### src/rtl/uart8_receiver.sv
// Purpose : 8N1 UART receiver, mid-bit sampling on an OVERSAMPLE clock, two-flop input synchronizer.
// Latency : out/err/done registered 2+OVERSAMPLE/2+9*OVERSAMPLE clk edges after the start edge is first captured.
// Backpr. : none; each byte is presented with a one-cycle done pulse and out holds until the next one.
module uart8_receiver #(
  parameter int OVERSAMPLE = 16
) (
  input  logic       clk,
  input  logic       rst_n,
  input  logic       en,
  input  logic       in,
  output logic [7:0] out,
  output logic       busy,
  output logic       done,
  output logic       err
);

  localparam int TW = (OVERSAMPLE > 2) ? $clog2(OVERSAMPLE) : 1;
  localparam logic [TW-1:0] HALF_M1 = TW'(OVERSAMPLE / 2 - 1);
  localparam logic [TW-1:0] FULL_M1 = TW'(OVERSAMPLE - 1);

  typedef enum logic [2:0] {
    S_RESET = 3'd0,
    S_IDLE  = 3'd1,
    S_START = 3'd2,
    S_DATA  = 3'd3,
    S_STOP  = 3'd4,
    S_BREAK = 3'd5
  } state_t;

  state_t        state_q, state_d;
  logic [1:0]    sync_q;
  logic [TW-1:0] tick_q, tick_d;
  logic [2:0]    bit_idx_q, bit_idx_d;
  logic [7:0]    data_q, data_d;
  logic [7:0]    out_q, out_d;
  logic          busy_q, busy_d;
  logic          done_q, done_d;
  logic          err_q, err_d;
  logic          rx_s;

  // The FSM only ever looks at the second synchronizer stage.
  assign rx_s = sync_q[1];

  // Two-flop synchronizer for the asynchronous line; idles at mark.
  always_ff @(posedge clk or negedge rst_n) begin
    if (!rst_n) begin
      sync_q <= 2'b11;
    end else begin
      sync_q <= {sync_q[0], in};
    end
  end

  // State, counters and output registers.
  always_ff @(posedge clk or negedge rst_n) begin
    if (!rst_n) begin
      state_q   <= S_RESET;
      tick_q    <= '0;
      bit_idx_q <= '0;
      data_q    <= '0;
      out_q     <= '0;
      busy_q    <= 1'b0;
      done_q    <= 1'b0;
      err_q     <= 1'b0;
    end else begin
      state_q   <= state_d;
      tick_q    <= tick_d;
      bit_idx_q <= bit_idx_d;
      data_q    <= data_d;
      out_q     <= out_d;
      busy_q    <= busy_d;
      done_q    <= done_d;
      err_q     <= err_d;
    end
  end

  // Next-state logic: start validation at mid start bit, data/stop sampled a full bit later each.
  always_comb begin
    state_d   = state_q;
    tick_d    = tick_q;
    bit_idx_d = bit_idx_q;
    data_d    = data_q;
    out_d     = out_q;
    busy_d    = busy_q;
    done_d    = 1'b0;  // done is a single-cycle pulse, only STOP raises it
    err_d     = err_q;

    case (state_q)
      S_RESET: begin
        tick_d    = '0;
        bit_idx_d = '0;
        busy_d    = 1'b0;
        err_d     = 1'b0;
        if (en) state_d = S_IDLE;
      end
      S_IDLE: begin
        if (!rx_s) begin
          tick_d  = '0;
          state_d = S_START;
        end
      end
      S_START: begin
        if (tick_q == HALF_M1) begin
          if (!rx_s) begin
            busy_d    = 1'b1;
            tick_d    = '0;
            bit_idx_d = '0;
            state_d   = S_DATA;
          end else begin
            // Line came back high before mid start bit: a glitch, not a frame.
            state_d = S_IDLE;
          end
        end else begin
          tick_d = tick_q + TW'(1);
        end
      end
      S_DATA: begin
        if (tick_q == FULL_M1) begin
          data_d    = {rx_s, data_q[7:1]};
          tick_d    = '0;
          bit_idx_d = bit_idx_q + 3'd1;
          if (bit_idx_q == 3'd7) state_d = S_STOP;
        end else begin
          tick_d = tick_q + TW'(1);
        end
      end
      S_STOP: begin
        if (tick_q == FULL_M1) begin
          tick_d  = '0;
          out_d   = data_q;
          done_d  = 1'b1;
          busy_d  = 1'b0;
          err_d   = ~rx_s;
          // Leaving at mid stop bit lets a back-to-back start edge be caught.
          state_d = rx_s ? S_IDLE : S_BREAK;
        end else begin
          tick_d = tick_q + TW'(1);
        end
      end
      S_BREAK: begin
        // A line held low must return to mark before a new start is accepted.
        if (rx_s) state_d = S_IDLE;
      end
      default: begin
        state_d = S_RESET;
      end
    endcase

    // Disable wins over everything: drop the frame in progress without a done.
    if (!en) begin
      state_d   = S_RESET;
      tick_d    = '0;
      bit_idx_d = '0;
      busy_d    = 1'b0;
      done_d    = 1'b0;
      err_d     = 1'b0;
    end
  end

  assign out  = out_q;
  assign busy = busy_q;
  assign done = done_q;
  assign err  = err_q;

endmodule

### config.mk
export PLATFORM = sky130hd
export DESIGN_NAME = uart8_receiver
export DESIGN_NICKNAME = d
export VERILOG_FILES = /design/src/rtl/uart8_receiver.sv
export SDC_FILE = /design/constraint.sdc
export NUM_CORES = 1
export LEC_CHECK = 0
export ABC_AREA = 1
export CAP_MARGIN = 40
export CORE_ASPECT_RATIO = 1.75
export CORE_MARGIN = 8
export CORE_UTILIZATION = 53
export DETAILED_ROUTE_END_ITERATION = 7
export PLACE_DENSITY = 0.82
export SYNTH_ARGS = -nofsm -noshare
export SYNTH_HDL_FRONTEND = slang
export SYNTH_SLANG_ARGS = --single-unit
### constraint.sdc
create_clock -name clk -period 1.8 [get_ports clk]
set_input_delay 0.27 -clock clk [delete_from_list [all_inputs] [get_ports clk]]
set_output_delay 0.27 -clock clk [all_outputs]
set_load 0.005 [all_outputs]
======== Yosys cells after proc, flatten, opt, wreduce, memory -nomap -nowiden ========
Index checks and enable logic that the tools add are counted.
cells by class
  add/subtract/negate cells ............... 2
  multiply operators ...................... 0
  div/mod/pow operators ................... 0
  order comparisons ....................... 0
  equal/unequal tests ..................... 19
  shift-type cells ........................ 0
  muxes and demuxes ....................... 31
  bitwise logic cells ..................... 1
  reduce and logical (&&, ||, !) cells .... 8
operator list
  operator                                                               count
  3-bit 2-to-1 mux                                                       12
  3-bit != test, second input constant                                   7
  3-bit case mux with 6 select lines                                     1
  4-bit 2-to-1 mux                                                       4
  4-bit case mux with 4 select lines                                     1
  3-bit equality test, second input constant                             3
  1-bit 2-to-1 mux                                                       9
  3-bit case mux with 3 select lines                                     1
  4-bit by 1-bit != test with 1-bit output, second input constant        2
  4-bit AND reduction                                                    2
  3-bit by 2-bit equality test with 1-bit output, second input constant  2
  2-bit AND reduction                                                    3
  6-bit AND reduction                                                    1
  5-bit by 2-bit != test with 1-bit output, second input constant        1
  4-bit by 1-bit adder with 4-bit output, second input constant          1
  4-bit by 3-bit equality test with 1-bit output, second input constant  1
  4-bit equality test, second input constant                             1
  3-bit by 1-bit adder with 3-bit output, second input constant          1
  3-bit by 1-bit equality test with 1-bit output, second input constant  1
  3-bit zero test                                                        1
  3-bit by 1-bit != test with 1-bit output, second input constant        1
  1-bit case mux with 3 select lines                                     1
  2-bit 2-to-1 mux                                                       1
  1-bit case mux with 2 select lines                                     1
  other kinds (2)                                                        2
storage, ports and cells
  register bits after elaboration ......... 31
  latch bits .............................. 0
  memory bits (writable) .................. 0
  ROM bits ................................ 0
  input port bits ......................... 4
  logic and storage cells ................. 70
  memories ................................ 0

======== Longest topological paths before layout ========
Gate-level depths: netlist of the first run.
  depth after elaboration ................. 5
  gate-level depth with buffers ........... 10
  gate-level depth less buffers ........... 9

======== Worst setup path before layout of the first run ========
OpenSTA, ideal clock, no wires.
  path kind ............................... register to register
  start ................................... reg tick_q[0]
  end ..................................... reg state_q[1]
  arrival ................................. 1.262 ns
  required time ........................... 1.683 ns
  setup slack ............................. 0.421 ns
  stages on the path, launching flop included .. 9
  cells stage by stage .................... dfrtp_1 ha_1 nand3_2 nand2_1 nor2_1 nor2_1 nand3_1 nand2_1 nand2_1
on the way
  cells in the longest elaborated chain, start to end .. 3
  elaborated cells between the ends (all ways) .. 6
  classes of those cells .................. eq/ne (5); reduce/logical (1)
ends and longest elaborated chain
  element                                                                                RTL line       text
  start, declared                                                                        32             logic [TW-1:0] tick_q, tick_d;
  start signal, assigned                                                                 66             tick_q <= tick_d;
  4-bit equality test or 4-bit by 3-bit equality test with 1-bit output (tied branches)  117, 127, 102
  3-bit != test (no source line)                                                         n/a
  6-bit AND reduction (no source line) (*)                                               n/a
  end signal, assigned                                                                   65             state_q <= state_d;
  end, declared                                                                          30             state_t state_q, state_d;
Every way passes the cells marked *; elsewhere a longest branch is shown, timed or not.
A chain may end at the register's enable or synchronous reset.

======== Final worst setup path of the first run ========
Ends and elaborated chain as after synthesis.

==> out/results.ini, run 1 <==
[run_status]
status=finished clean

[global_routing]
antenna_found_initial=0
overflow=0
grt_util_all_layers=0.151
grt_pass1_wl_um=6280
grt_max_degree=32
grt_pass1_vias=1439

[die]
io_pins=15
die_y_um=90.5
dieArea_sq_um=5300
core-area_sq_um=3070
initial_core_util=0.546
row_count=27
die_w_um=58.6

[min_path]
min_path_type=register to register
hold_depth=0

[power_and_ir_drop]
p_per_area_nw_per_um2=1050
ir_drop_mv=0.644
p_leak_nw=0.958

[clock_tree]
cts.sinks=31
clk_pin_slew_ps=70
cts_tree=built
root_buffer=clkbuf_8
cts_max_path_buffers=2
htreeDepth=2
post_cts_buffers=0
clkLatencyLatePin_ps=280
cts_resized=0
holdBufCountCts=0
numCtsBuffers=5

[finish]
final_util=0.641
drive_gt1_frac=0.157
fin_nets=235
syn2layout_area_growth_pct=17.4
num_antenna_cells=0
n_fill_cell=266

[critical_path]
worstPathArrival_ps=1680
reg2reg_depth=8
critPathMaxFanout=6
required_ps=1970
crit_type=register to register
crit_path_start_kind=register
crit_path_end_kind=register

[routing]
drt_iter0_markers=38
vias=1407
viasPerCell=5.17
wire_per_inst_um=13.0
wl_um=3530
first_pass_iters=4
ant_nets=0
drc=0

[synth]
ys_seq_area_frac=0.463
syn_inst=209
synth_cell_types=28
avgSynthCellArea_sq_um=8.03
syn_area_sq_um=1680
ys_seq_elements=31
syn_nets=216
yosysWarnings=0

[timing]
setup_violations=0
max_clock_freq_ghz=0.661
slew_violations=0
min_period_ps=1510
rsz0062_at_grt=no
setup-tns-final_ps=0
period_share=0.840
slew_headroom=0.743
hold_viol_final=0
max_slew.worst_pin.slew_ps=385
clock_skew_ps=6.26

[job]
maxCapViolations=0

[place]
portBuffers=14
dp_hpwl_um=2690
place_congestion=0.923

power by group:
group	total (mW)	switching, mW	internal (mW)	leakage, nW
clock	0.708	0.261	0.447	0.0612
sequential	0.833	0.0831	0.750	0.422
combinational	0.539	0.349	0.190	0.475
through the flow:
step / total power, mW / setup slack (ps) / area (sq um) / hold slack, ps / instances
after floorplan: 1.22 / 421 / 1680 / -25.6 / 209
after global placement: 1.36 / 215 / 1850 / 346 / 264
final: 2.08 / 288 / 1970 / 356 / 272
after CTS: 2.10 / 263 / 1970 / 357 / 272
after detailed placement: 1.38 / 172 / 1850 / 347 / 264
after global routing: 2.19 / 86.1 / 1970 / 361 / 272
per-layer routing:
layer  vias to the layer above  routed length, um  track usage
li1                        701                  -            -
met1                       673               1350        0.142
met2                        23               1970        0.277
met3                        10                 95       0.0285
met4                         0                115       0.0947
met5                         -                  0            0
state kept, by name (all words and copies together) (netlist names):
signal	cells
bit_idx_q	3
busy	1
data_q	8
done	1
err	1
out	8
state_q	3
sync_q	2
tick_q	4
cell usage after synthesis:
| master | count | share of area |
|---|---|---|
| buf_4 | 1 | 0.0045 |
| nor3_4 | 1 | 0.0097 |
| ha_1 | 3 | 0.022 |
| nand3_4 | 1 | 0.010 |
| xor2_1 | 1 | 0.0052 |
| nor2_1 | 15 | 0.034 |
| o211ai_1 | 1 | 0.0045 |
| nand2_4 | 1 | 0.0067 |
| nand2_2 | 3 | 0.011 |
| buf_2 | 3 | 0.0089 |
| a21boi_2 | 1 | 0.0067 |
| buf_6 | 3 | 0.020 |
| dfrtp_1 | 29 | 0.43 |
| o21ai_0 | 5 | 0.015 |
| nor2_2 | 2 | 0.0075 |
| nand2_1 | 65 | 0.15 |
| o21ai_1 | 10 | 0.030 |
| nand3_1 | 21 | 0.063 |
| or2_0 | 1 | 0.0037 |
| nand4_1 | 4 | 0.015 |
| o21ai_2 | 7 | 0.037 |
| a31oi_1 | 1 | 0.0037 |
| inv_2 | 3 | 0.0067 |
| nand3_2 | 1 | 0.0060 |
| dfstp_2 | 2 | 0.031 |
| mux2_4 | 1 | 0.0089 |
| a21oi_1 | 1 | 0.0030 |
| inv_1 | 22 | 0.049 |
kinds of logic after synthesis:
kind of cell	count (synthesis)	synth area share
xor gates and xnor gates	1	0.00522
adders and majority gates	3	0.0224
muxes	1	0.00894
AOI/OAI and AO/OA	26	0.0991
buffers and inverters	32	0.0894
and+or+nand+nor	115	0.311
DFF	31	0.463
worst paths after layout:
path,slack [ps],to,start
max,290,state_q[1],tick_q[0]
min,360,sync_q[1],sync_q[0]
max reg2reg,290,state_q[1],tick_q[0]
min reg2reg,360,sync_q[1],sync_q[0]
max in group asynchronous,1110,sync_q[0],rst_n
min in group asynchronous,370,tick_q[0],rst_n
layout by cell type (no fill, tap or decap), drive strengths merged:
master	n
xor2	1
clkbuf	6
nand4	4
or2	1
o21ai	22
dfrtp	29
inv	25
nand2	69
a21boi	1
buf	5
mux2	1
bufinv	1
ha	3
nor3	1
clkinv	1
clkdlybuf4s50	14
o211ai	1
a21oi	1
nor2	17
dfstp	2
nand3	23
a31oi	1
area by class of cell:
cell class / count / area, sq um / share of cell area
clock buffers: 6 / 82.6 / 0.0419
well taps: 43 / 53.8 / 0.0273
flip-flops and latches: 31 / 778 / 0.395
multi-input cells: 146 / 751 / 0.381
repair buffers: 19 / 178 / 0.0901
clock inverters: 2 / 35.0 / 0.0178
inverters: 25 / 93.8 / 0.0476
worst max-delay path, stage by stage, from the launching register on:
cell and delay [ps]:
dfrtp_1 360, ha_1 240, nand3_2 170, nand2_1 120
nor2_1 60, nor2_1 190, nand3_1 140, nand2_1 80
nand2_1 50
Note: power is estimated with default switching activity, not from simulation.
==> run 2, diff against run 1 <==
CORE_UTILIZATION = 51   (was 53)
PLACE_DENSITY = 0.83   (was 0.82)
clock period = 1.3 ns   (was 1.8 ns; I/O delays follow)
==> run 2 against run 1 <==
The run now ends with negative setup slack left. Register-to-register slack got worse by 360 ps. Power increased by 49%. Die area increased by 3.0%.
==> out/results.ini, run 2 (synthesis gave the netlist of run 1 again) <==
[run_status]
status=finished with violations
violations=negative setup slack

[finish]
n_fill_cell=224
drive_gt1_frac=0.325
num_antenna_cells=0
mostFrequentLayoutCells=nand2_1 (58), dfrtp_1 (28), buf_4 (28), inv_1 (20), nand3_1 (19)
final_common_cell=nand2_1
syn2layout_area_growth_pct=34.9
final_util=0.721
final_area_sq_um=2260
seq_area_sq_um=779
multi_input_area_sq_um=865
fin_nets=261

[die]
die_w_um=59.4
die_y_um=91.9
core-area_sq_um=3140
io_pins=15
initial_core_util=0.534
row_count=27
dieArea_sq_um=5460

[timing]
rsz0062_at_grt=yes
setup_ws_ps=-72.6
max_clock_freq_ghz=0.729
min_period_ps=1370
slew_violations=0
slew_headroom=0.802
setup_violations=12
hold_viol_final=0
period_share=1.06
holdWs_ps=218
max_slew.worst_pin.slew_ps=294
clock_skew_ps=9.19

[clock_tree]
root_buffer=clkbuf_8
cts_max_path_buffers=2
cts.sinks=31
clk_pin_slew_ps=70
htreeDepth=2
holdBufCountCts=0
clkLatencyLatePin_ps=290
cts_tree=built
numCtsBuffers=5

[routing]
drt_iter0_markers=84
ant_nets=0
drc=0
wire_per_inst_um=14.9
vias=1586
viasPerCell=5.32
wl_um=4440
first_pass_iters=4

[place]
dp_hpwl_um=2890
place_congestion=0.909
portBuffers=14
place_area_sq_um=2060
post-place-ws_ps=-168

[critical_path]
critPathMaxFanout=4
slowest_delay_ps=390
path_buf_inv=0
worstPathArrival_ps=1550
crit_path_start_kind=register
crit_path_end_kind=register
crit_family=simple AND/OR/NAND/NOR gates
slowest_stage=dfrtp_1
crit_type=register to register
cp_common_cell=nand2_1
crit_chain=ha_4 -> nand3_2 -> nand2_2 -> nor2_1 -> nor2_2 -> nand3_1 -> nand2_1 -> nand2_1
required_ps=1480

[power_and_ir_drop]
p_int_mw=2.00
combinationalPowerShare=0.371
p_per_area_nw_per_um2=1370
ir_drop_mv=0.988
seq_power_share=0.358
p_leak_nw=1.15
power.share.clock=0.272
p_sw_mw=1.10
swShare=0.356

[global_routing]
overflow=0
grt_max_degree=22
grt_pass1_vias=1636
antenna_found_initial=0
grt_util_all_layers=0.173
grt_pass1_wl_um=7180

[job]
maxCapViolations=0

[min_path]
min_path_type=input pin to asynchronous set/reset pin

==> run 2: changes by cell type in the layout (fill, tap and decap cells not counted), moves of 4 or more <==
cell and delta:
buf_4 +23, nand2_2 +4, clkdlybuf4s50_1 -11, nor2_4 +4
nor2_1 -7, nand2_1 -7, dlygate4sd2_1 +11
==> run 2: per-stage QoR <==
step | power (mW) | std cells | setup TNS, ps
6_report | 3.10 | 298 | -258
2_1_floorplan | 1.71 | 209 | 0
4_1_cts | 2.98 | 297 | -297
3_5_place_dp | 2.09 | 287 | -1600
3_3_place_gp | 2.08 | 287 | -1080
5_1_grt | 3.26 | 298 | -1440
==> run 2: final timing paths <==
| check | from | to | slack (ps) | depth (start not counted) |
|---|---|---|---|---|
| worst max-delay path | tick_q[1] | state_q[2] | -70 | 8 |
| worst min-delay path | rst_n | tick_q[0] | 220 | 2 |
| worst max register to register | tick_q[1] | state_q[2] | -70 | 8 |
| worst min register to register | sync_q[0] | sync_q[1] | 360 | 0 |
| max in group asynchronous | rst_n | state_q[2] | 790 | 2 |
| min in group clk | in | sync_q[0] | 320 | 1 |
==> run 2: cell type report <==
type,instances,area share
flip-flops and latches,31,0.344
clock buffers,8,0.0442
inverters,25,0.0425
well taps,43,0.0238
repair buffers,45,0.164
multi-input cells,146,0.382
==> run 2: per-layer routing <==
layer  routed length (um)  GRT usage  up-vias
met5                    0          0        -
met1                 1530      0.152      754
met2                 2520      0.325       57
met4                  183     0.0984        0
met3                  203     0.0490       16
li1                     -          -      759
==> run 2: what timing repair did <==
item / in CTS / in global routing
endpoints found under the setup margin: 26 / 24
pin swaps: 5 / 5
gates resized for setup: 23 / 18
buffers inserted: 2 / 1
==> run 2: power groups by stage <==
| stage | sequential (mW) | combinational, mW | clock [mW] |
|---|---|---|---|
| 6_report | 1.11 | 1.15 | 0.842 |
| 5_1_grt | 1.12 | 1.25 | 0.894 |
| 2_1_floorplan | 1.15 | 0.563 | 0 |
| 3_3_place_gp | 1.13 | 0.953 | 0 |
| 4_1_cts | 1.11 | 1.03 | 0.850 |
| 3_5_place_dp | 1.13 | 0.964 | 0 |
